--- src/rtl/serial_pattern_detector_pkg.sv ---
// Shared types and default constants for the serial pattern detector.
package serial_pattern_detector_pkg;

  // Detector FSM states. IDLE is left only by the first accepted bit and
  // is re-entered only through reset.
  typedef enum logic [1:0] {
    ST_IDLE = 2'd0,
    ST_FILL = 2'd1,
    ST_RUN  = 2'd2
  } state_e;

  // Default pattern shape: four bits, MSB is the oldest bit received.
  localparam int         DEF_PATTERN_W = 4;
  localparam logic [3:0] DEF_PATTERN   = 4'b1011;
  localparam int         DEF_CNT_W     = 8;

endpackage : serial_pattern_detector_pkg

--- src/rtl/serial_pattern_detector_if.sv ---
// Serial data in / match status out bundle for the pattern detector.
interface serial_pattern_detector_if #(
  parameter int PATTERN_W = 4,
  parameter int CNT_W     = 8
);

  logic                 din;
  logic                 din_valid;
  logic                 clear_count;
  logic                 match;
  logic [CNT_W-1:0]     match_count;
  logic [PATTERN_W-1:0] history;
  logic                 busy;

  // Producer of the bit stream and consumer of the detector status.
  modport master (
    output din,
    output din_valid,
    output clear_count,
    input  match,
    input  match_count,
    input  history,
    input  busy
  );

  // The detector itself.
  modport slave (
    input  din,
    input  din_valid,
    input  clear_count,
    output match,
    output match_count,
    output history,
    output busy
  );

endinterface : serial_pattern_detector_if

--- src/rtl/serial_pattern_detector_shift_reg.sv ---
// Enable-gated shift register; bit 0 receives the newest bit.
module serial_shift_reg #(
  parameter int W = 4
) (
  input  logic         clk_i,
  input  logic         rst_ni,
  input  logic         en_i,
  input  logic         d_i,
  output logic [W-1:0] q_o
);

  logic [W-1:0] shift_q;
  logic [W-1:0] shift_d;

  // Each stage takes the value of its younger neighbour; stage 0 takes d_i.
  genvar gi;
  generate
    for (gi = 0; gi < W; gi++) begin : g_stage
      if (gi == 0) begin : g_head
        assign shift_d[gi] = d_i;
      end else begin : g_body
        assign shift_d[gi] = shift_q[gi-1];
      end
    end
  endgenerate

  // Shift one position per enabled cycle; hold otherwise.
  always_ff @(posedge clk_i) begin
    if (!rst_ni) begin
      shift_q <= '0;
    end else if (en_i) begin
      shift_q <= shift_d;
    end
  end

  assign q_o = shift_q;

endmodule : serial_shift_reg

--- src/rtl/serial_pattern_detector.sv ---
// Serial bit-pattern detector: registered match pulse, saturating match
// counter, history view and busy flag. Overlap behaviour fixed at elaboration.
module serial_pattern_detector
  import serial_pattern_detector_pkg::*;
#(
  parameter int                   PATTERN_W = DEF_PATTERN_W,
  parameter logic [PATTERN_W-1:0] PATTERN   = PATTERN_W'(DEF_PATTERN),
  parameter bit                   OVERLAP   = 1'b1,
  parameter int                   CNT_W     = DEF_CNT_W
) (
  input  logic                     clock,
  input  logic                     Rst,
  serial_pattern_detector_if.slave bus
);

  // The fill counter runs 0..PATTERN_W and then saturates.
  localparam int                NF_W    = $clog2(PATTERN_W + 1);
  localparam logic [NF_W-1:0]   NF_FULL = NF_W'(PATTERN_W);
  localparam logic [NF_W-1:0]   NF_LAST = NF_W'(PATTERN_W - 1);
  localparam logic [CNT_W-1:0]  CNT_MAX = '1;

  state_e               state_q;
  logic [NF_W-1:0]      nfill_q;
  logic                 match_q;
  logic                 busy_q;
  logic [CNT_W-1:0]     count_q;
  logic [CNT_W-1:0]     count_d;
  logic [PATTERN_W-1:0] hist_q;
  logic [PATTERN_W-1:0] hist_d;
  logic                 window_full;
  logic                 hit;

  serial_shift_reg #(
    .W (PATTERN_W)
  ) u_hist (
    .clk_i  (clock),
    .rst_ni (Rst),
    .en_i   (bus.din_valid),
    .d_i    (bus.din),
    .q_o    (hist_q)
  );

  // History as it will look after this edge if the bit is accepted.
  assign hist_d = {hist_q[PATTERN_W-2:0], bus.din};

  // The incoming bit completes a full window of bits accepted since reset
  // (or since the last match in non-overlap mode); zeros left by reset never
  // count, so an all-zero pattern cannot fire early.
  assign window_full = (state_q == ST_RUN) || (nfill_q == NF_LAST);
  assign hit         = bus.din_valid && window_full && (hist_d == PATTERN);

  // Control FSM with registered match and busy outputs.
  always_ff @(posedge clock) begin
    if (!Rst) begin
      state_q <= ST_IDLE;
      nfill_q <= '0;
      match_q <= 1'b0;
      busy_q  <= 1'b0;
    end else begin
      match_q <= 1'b0;
      if (bus.din_valid) begin
        match_q <= hit;
        busy_q  <= 1'b1;
        if (hit && !OVERLAP) begin
          // The completing bit is consumed by this match; start a new window.
          state_q <= ST_FILL;
          nfill_q <= '0;
        end else begin
          if (nfill_q != NF_FULL) begin
            nfill_q <= nfill_q + 1'b1;
          end
          if (nfill_q >= NF_LAST) begin
            state_q <= ST_RUN;
          end else begin
            state_q <= ST_FILL;
          end
        end
      end
    end
  end

  // Next match count: the clear is applied before the increment, and the
  // increment stops at all-ones.
  always_comb begin
    count_d = bus.clear_count ? '0 : count_q;
    if (hit && (count_d != CNT_MAX)) begin
      count_d = count_d + 1'b1;
    end
  end

  // Match counter register.
  always_ff @(posedge clock) begin
    if (!Rst) begin
      count_q <= '0;
    end else begin
      count_q <= count_d;
    end
  end

  assign bus.match       = match_q;
  assign bus.match_count = count_q;
  assign bus.history     = hist_q;
  assign bus.busy        = busy_q;

endmodule : serial_pattern_detector

--- src/flat_wrapper.sv ---
// flat-port wrapper written by rule: the top's interface ports become plain ports
module serial_pattern_detector_flat import serial_pattern_detector_pkg::*;
#(
  parameter int                   PATTERN_W = DEF_PATTERN_W,
  parameter logic [PATTERN_W-1:0] PATTERN   = PATTERN_W'(DEF_PATTERN),
  parameter bit                   OVERLAP   = 1'b1,
  parameter int                   CNT_W     = DEF_CNT_W
)
  (clock, Rst, bus_din, bus_din_valid, bus_clear_count, bus_match, bus_match_count, bus_history, bus_busy);
  serial_pattern_detector_if #(.PATTERN_W(PATTERN_W), .CNT_W(CNT_W)) bus_i ();
  input  logic clock;
  input  logic Rst;
  input wire logic [$bits(bus_i.din)-1:0] bus_din;
  input wire logic [$bits(bus_i.din_valid)-1:0] bus_din_valid;
  input wire logic [$bits(bus_i.clear_count)-1:0] bus_clear_count;
  output wire logic [$bits(bus_i.match)-1:0] bus_match;
  output wire logic [$bits(bus_i.match_count)-1:0] bus_match_count;
  output wire logic [$bits(bus_i.history)-1:0] bus_history;
  output wire logic [$bits(bus_i.busy)-1:0] bus_busy;
  assign bus_i.din = bus_din;
  assign bus_i.din_valid = bus_din_valid;
  assign bus_i.clear_count = bus_clear_count;
  assign bus_match = bus_i.match;
  assign bus_match_count = bus_i.match_count;
  assign bus_history = bus_i.history;
  assign bus_busy = bus_i.busy;
  serial_pattern_detector #(.PATTERN_W(PATTERN_W), .PATTERN(PATTERN), .OVERLAP(OVERLAP), .CNT_W(CNT_W)) u_core (.clock(clock), .Rst(Rst), .bus(bus_i));
endmodule
--- config.mk ---
export PLATFORM = sky130hd
export DESIGN_NAME = serial_pattern_detector_flat
export DESIGN_NICKNAME = d
export VERILOG_FILES = /design/src/rtl/serial_pattern_detector_pkg.sv /design/src/rtl/serial_pattern_detector_if.sv /design/src/rtl/serial_pattern_detector_shift_reg.sv /design/src/rtl/serial_pattern_detector.sv /design/src/flat_wrapper.sv
export SDC_FILE = /design/constraint.sdc
export NUM_CORES = 1
export LEC_CHECK = 0
export CAP_MARGIN = 5
export CORE_ASPECT_RATIO = 1.25
export CORE_MARGIN = 2
export CORE_UTILIZATION = 47
export CTS_BUF_LIST = sky130_fd_sc_hd__clkbuf_8
export DETAILED_ROUTE_END_ITERATION = 16
export GPL_TIMING_DRIVEN = 0
export PLACE_DENSITY = 0.84
export SLEW_MARGIN = 5
export SYNTH_ARGS = -nofsm -noshare
export SYNTH_HDL_FRONTEND = slang
export SYNTH_SLANG_ARGS = --single-unit
--- constraint.sdc ---
create_clock -name clock -period 1.6 [get_ports clock]
set_input_delay 0.24 -clock clock [delete_from_list [all_inputs] [get_ports clock]]
set_output_delay 0.24 -clock clock [all_outputs]
set_load 0.01 [all_outputs]
==> results.md <==
* Max-cap violations at 0
* CP arrival at 1.80 ns
* Final #Nets at 149
* Pin count of the biggest net entering global routing at 11
* Switching share of power at 25.7%
* Crit path cell chain: nor2b_4 -> ha_4 -> nand4b_1 -> nor2_4 -> nor4_4 -> mux2_4
* Worst IR Drop VDD at 0.645 mV
* Hold path endpoint: u_core.bus.match_count[1]
* Placeable Area at 1810 sq um
* Final Cell Area at 1400 sq um
* Worst-margin pin slew at 0.544 ns
* Vias at 980
* Final global-route overflow total at 0
* Synth warn at 0
* Switching power at 246 uW
* CP startpoint kind: flip-flop
* Int Pwr at 709 uW
* Crit path from: u_core.bus.match_count[0]
* Placed wire-length estimate at 1510 um
* Antenna cell count at 0
* Starting DRT DRC Count at 36
* CP peak stage delay at 0.35 ns
* CTS max path bufs at 2
* I/O pins at 19
* Failing checks: negative setup slack
* Most frequently used flop master after synthesis: dfxtp_1
* WL per Instance at 17.7 um
* RSZ-0062 raised after global routing: yes
* R2r setup slk at -0.04 ns
* Netlist cell types at 33
* Synth-to-Final Area Change at 52.0%
* Avg Cell Area, Syn at 8.83 sq um
* Worst Hold Depth at 4
* CTS root buf: clkbuf_8
* Async set-reset flop share out of synthesis at 0%
* Seq cells post-synth at 19
* Hold wc startpoint: bus_clear_count
* Placer Congestion at 0.778
* Vias in the first global route at 877
* Port Buffer Count at 18
* Clock period minus worst slack at 1.64 ns
* R2R depth at 6
* PwrDens at 684 nW/um^2
* Layout cell share with drive strength beyond 1 at 30.9%
* Main area contributors after synthesis: dfxtp_1 41%, a21oi_1 5.4%, ha_1 5.4%, nor2_1 5.3%, mux2i_1 4.4%
* Cell area after synthesis at 918 sq um
* Total wire length at 2800 um
* Hold buffer count at cts at 0
* # fillers at 105
* Die area at 2330 sq um
* Period utilisation layout at 102%
* Synth area leader: dfxtp_1
* Clk sink count at 19
* Crit Reg-Reg Startpoint: u_core.bus.match_count[0]
* CP Capture Type: flip-flop
* FMAX at 0.611 GHz
* Leak at 0.000528 uW
* Post-synth EDFFs at 0
* CP max FO at 6
* Synth top area share at 41.4%
* FF-to-FF End: u_core.bus.match_count[5]
* Initial Util at 50.8%
* Synth Net Count at 113
* Cts bufs inserted at 3
* Finish-stage setup viols at 4
* Final hold slack at 0.442 ns
* TritonCTS clock tree: yes
* Reg power frac at 52.4%
* Initial antenna violation count at 0
* Critical path class: flip-flop to flip-flop
* Final hold vios at 0
* GRT Util Overall at 24.1%
* Slew Viols, Final at 0
* Comb power frac at 11.0%
* Num rows at 17
* Post-synthesis cell count at 104
* Clock power share at 36.6%
* Die Ht at 53.4 um
* 1st-pass router iterations at 4
* Worst slew margin at 63.7%
* Sequential area share after synthesis at 41.4%
* Outcome: finished with violations
* DP Area at 1140 sq um
* Worst Clk Skew at 0.00425 ns
* Max H-tree Level at 1
* Post-route setup TNS at -0.0727 ns
* Crit-path slowest cell: dfxtp_2
* Worst hold path class: primary input to flip-flop
* Via density per instance at 6.20
* Critical Path RT at 1.76 ns
* Clock-pin slew on the worst setup and hold paths at 0.08 ns
* Width of the die at 43.5 um
* Post-Route Utilization at 77.2%
* Antenna Nets Post-Route at 0
* Worst-skew pair later-pin latency at 0.27 ns
* PnR worst setup slack at -0.0365 ns
* DRC at 0
* First-pass GRT wire length at 4040 um
## placed cells by master (no fill, tap or decap), drive strengths merged, types with 2 or more instances in the layout
cell type and n:
nand3 4, clkdlybuf4s50 16, inv 8, buf 14, o311ai 2, nor2 13, nand4 2, nand2b 2
a21oi 10, nor2b 5, o21ai 4, nand2 5, clkbuf 6, dfxtp 19, mux2i 4, ha 4
o31ai 2, or4 2
## state kept, by name, summed over array words and instances, names as in the netlist
name / cells
u_core.u_hist.q_o: 4
u_core.bus.match_count: 8
u_core.bus.match: 1
u_core.bus.busy: 1
u_core.nfill_q: 3
u_core.state_q: 2
## worst max-delay path: cells and delay by family, from the launching register on
kind / cells / cell delay (ns)
and+or+nand+nor: 4 / 0.73
muxes: 1 / 0.29
adders and majority gates: 1 / 0.15
DFF: 1 / 0.35
## per-layer routing
metal	up-vias	global-route usage, %	wire (um)
met5	-	0	0
met3	10	7.85	179
met4	0	11.6	74
li1	440	-	-
met1	486	30.2	1200
met2	44	37.1	1340
## area by class of cell
type                            count  area, sq um  share of cell area (%)
Multi-Input combinational cell     75          619                    44.4
Sequential cell                    19          387                    27.7
Timing Repair Buffer               31          277                    19.8
Clock buffer                        3         41.3                    2.96
Inverter                            7         26.3                    1.88
Tap cell                           19         23.8                    1.70
Buffer                              3         18.8                    1.34
Clock inverter                      1         3.75                   0.269
## synthesized netlist by cell type, types with 4 or more instances
cell type  number
dfxtp_1        19
nor2_1         13
a21oi_1        10
inv_1           7
nand2_1         5
nor2b_1         5
ha_1            4
mux2i_1         4
nand3_1         4
o21ai_0         4
## power groups by stage
stage / registers (uW) / logic, uW / clock network, uW
floorplan: 511 / 48.8 / 0
global placement: 511 / 80.9 / 0
detailed placement: 512 / 85.5 / 0
CTS: 499 / 100 / 341
global route: 502 / 116 / 358
finish: 501 / 105 / 349
## how the worst max path moves through the flow
stage	cells after the start	slack [ns]	end
finish	6	-0.04	u_core.bus.match_count[5]
floorplan	6	0.002	u_core.bus.match_count[5]
detailed placement	7	-0.51	u_core.bus.match_count[5]
global placement	7	-0.46	u_core.bus.match_count[5]
global route	6	-0.10	u_core.bus.match_count[5]
CTS	6	0.004	u_core.bus.match_count[4]
## logic make-up (layout without fill, tap and decap cells)
group	after synthesis	count (layout)	synth area share (%)
fa+ha+maj	4	4	5.45
xor+xnor	1	1	0.954
buf+inv	10	45	4.91
mux	5	5	5.59
flops	19	19	41.4
compound gates	24	24	17.2
simple gates	41	41	24.5
## metrics by stage
step                power [uW]  std cells  setup WS [ns]
global route               976        158         -0.101
global placement           592        141         -0.456
finish                     955        158        -0.0365
CTS                        941        156        0.00369
floorplan                  560        104        0.00200
detailed placement         598        141         -0.513
## repair_timing
| item | in CTS | in global routing |
|---|---|---|
| setup endpoints to repair | 8 | 7 |
| buffers inserted | 10 | 2 |
| gates resized for setup | 13 | 19 |
| cloned | 1 | 0 |
| pin swaps | 2 | 6 |
Note: power is estimated with default switching activity, not from simulation.
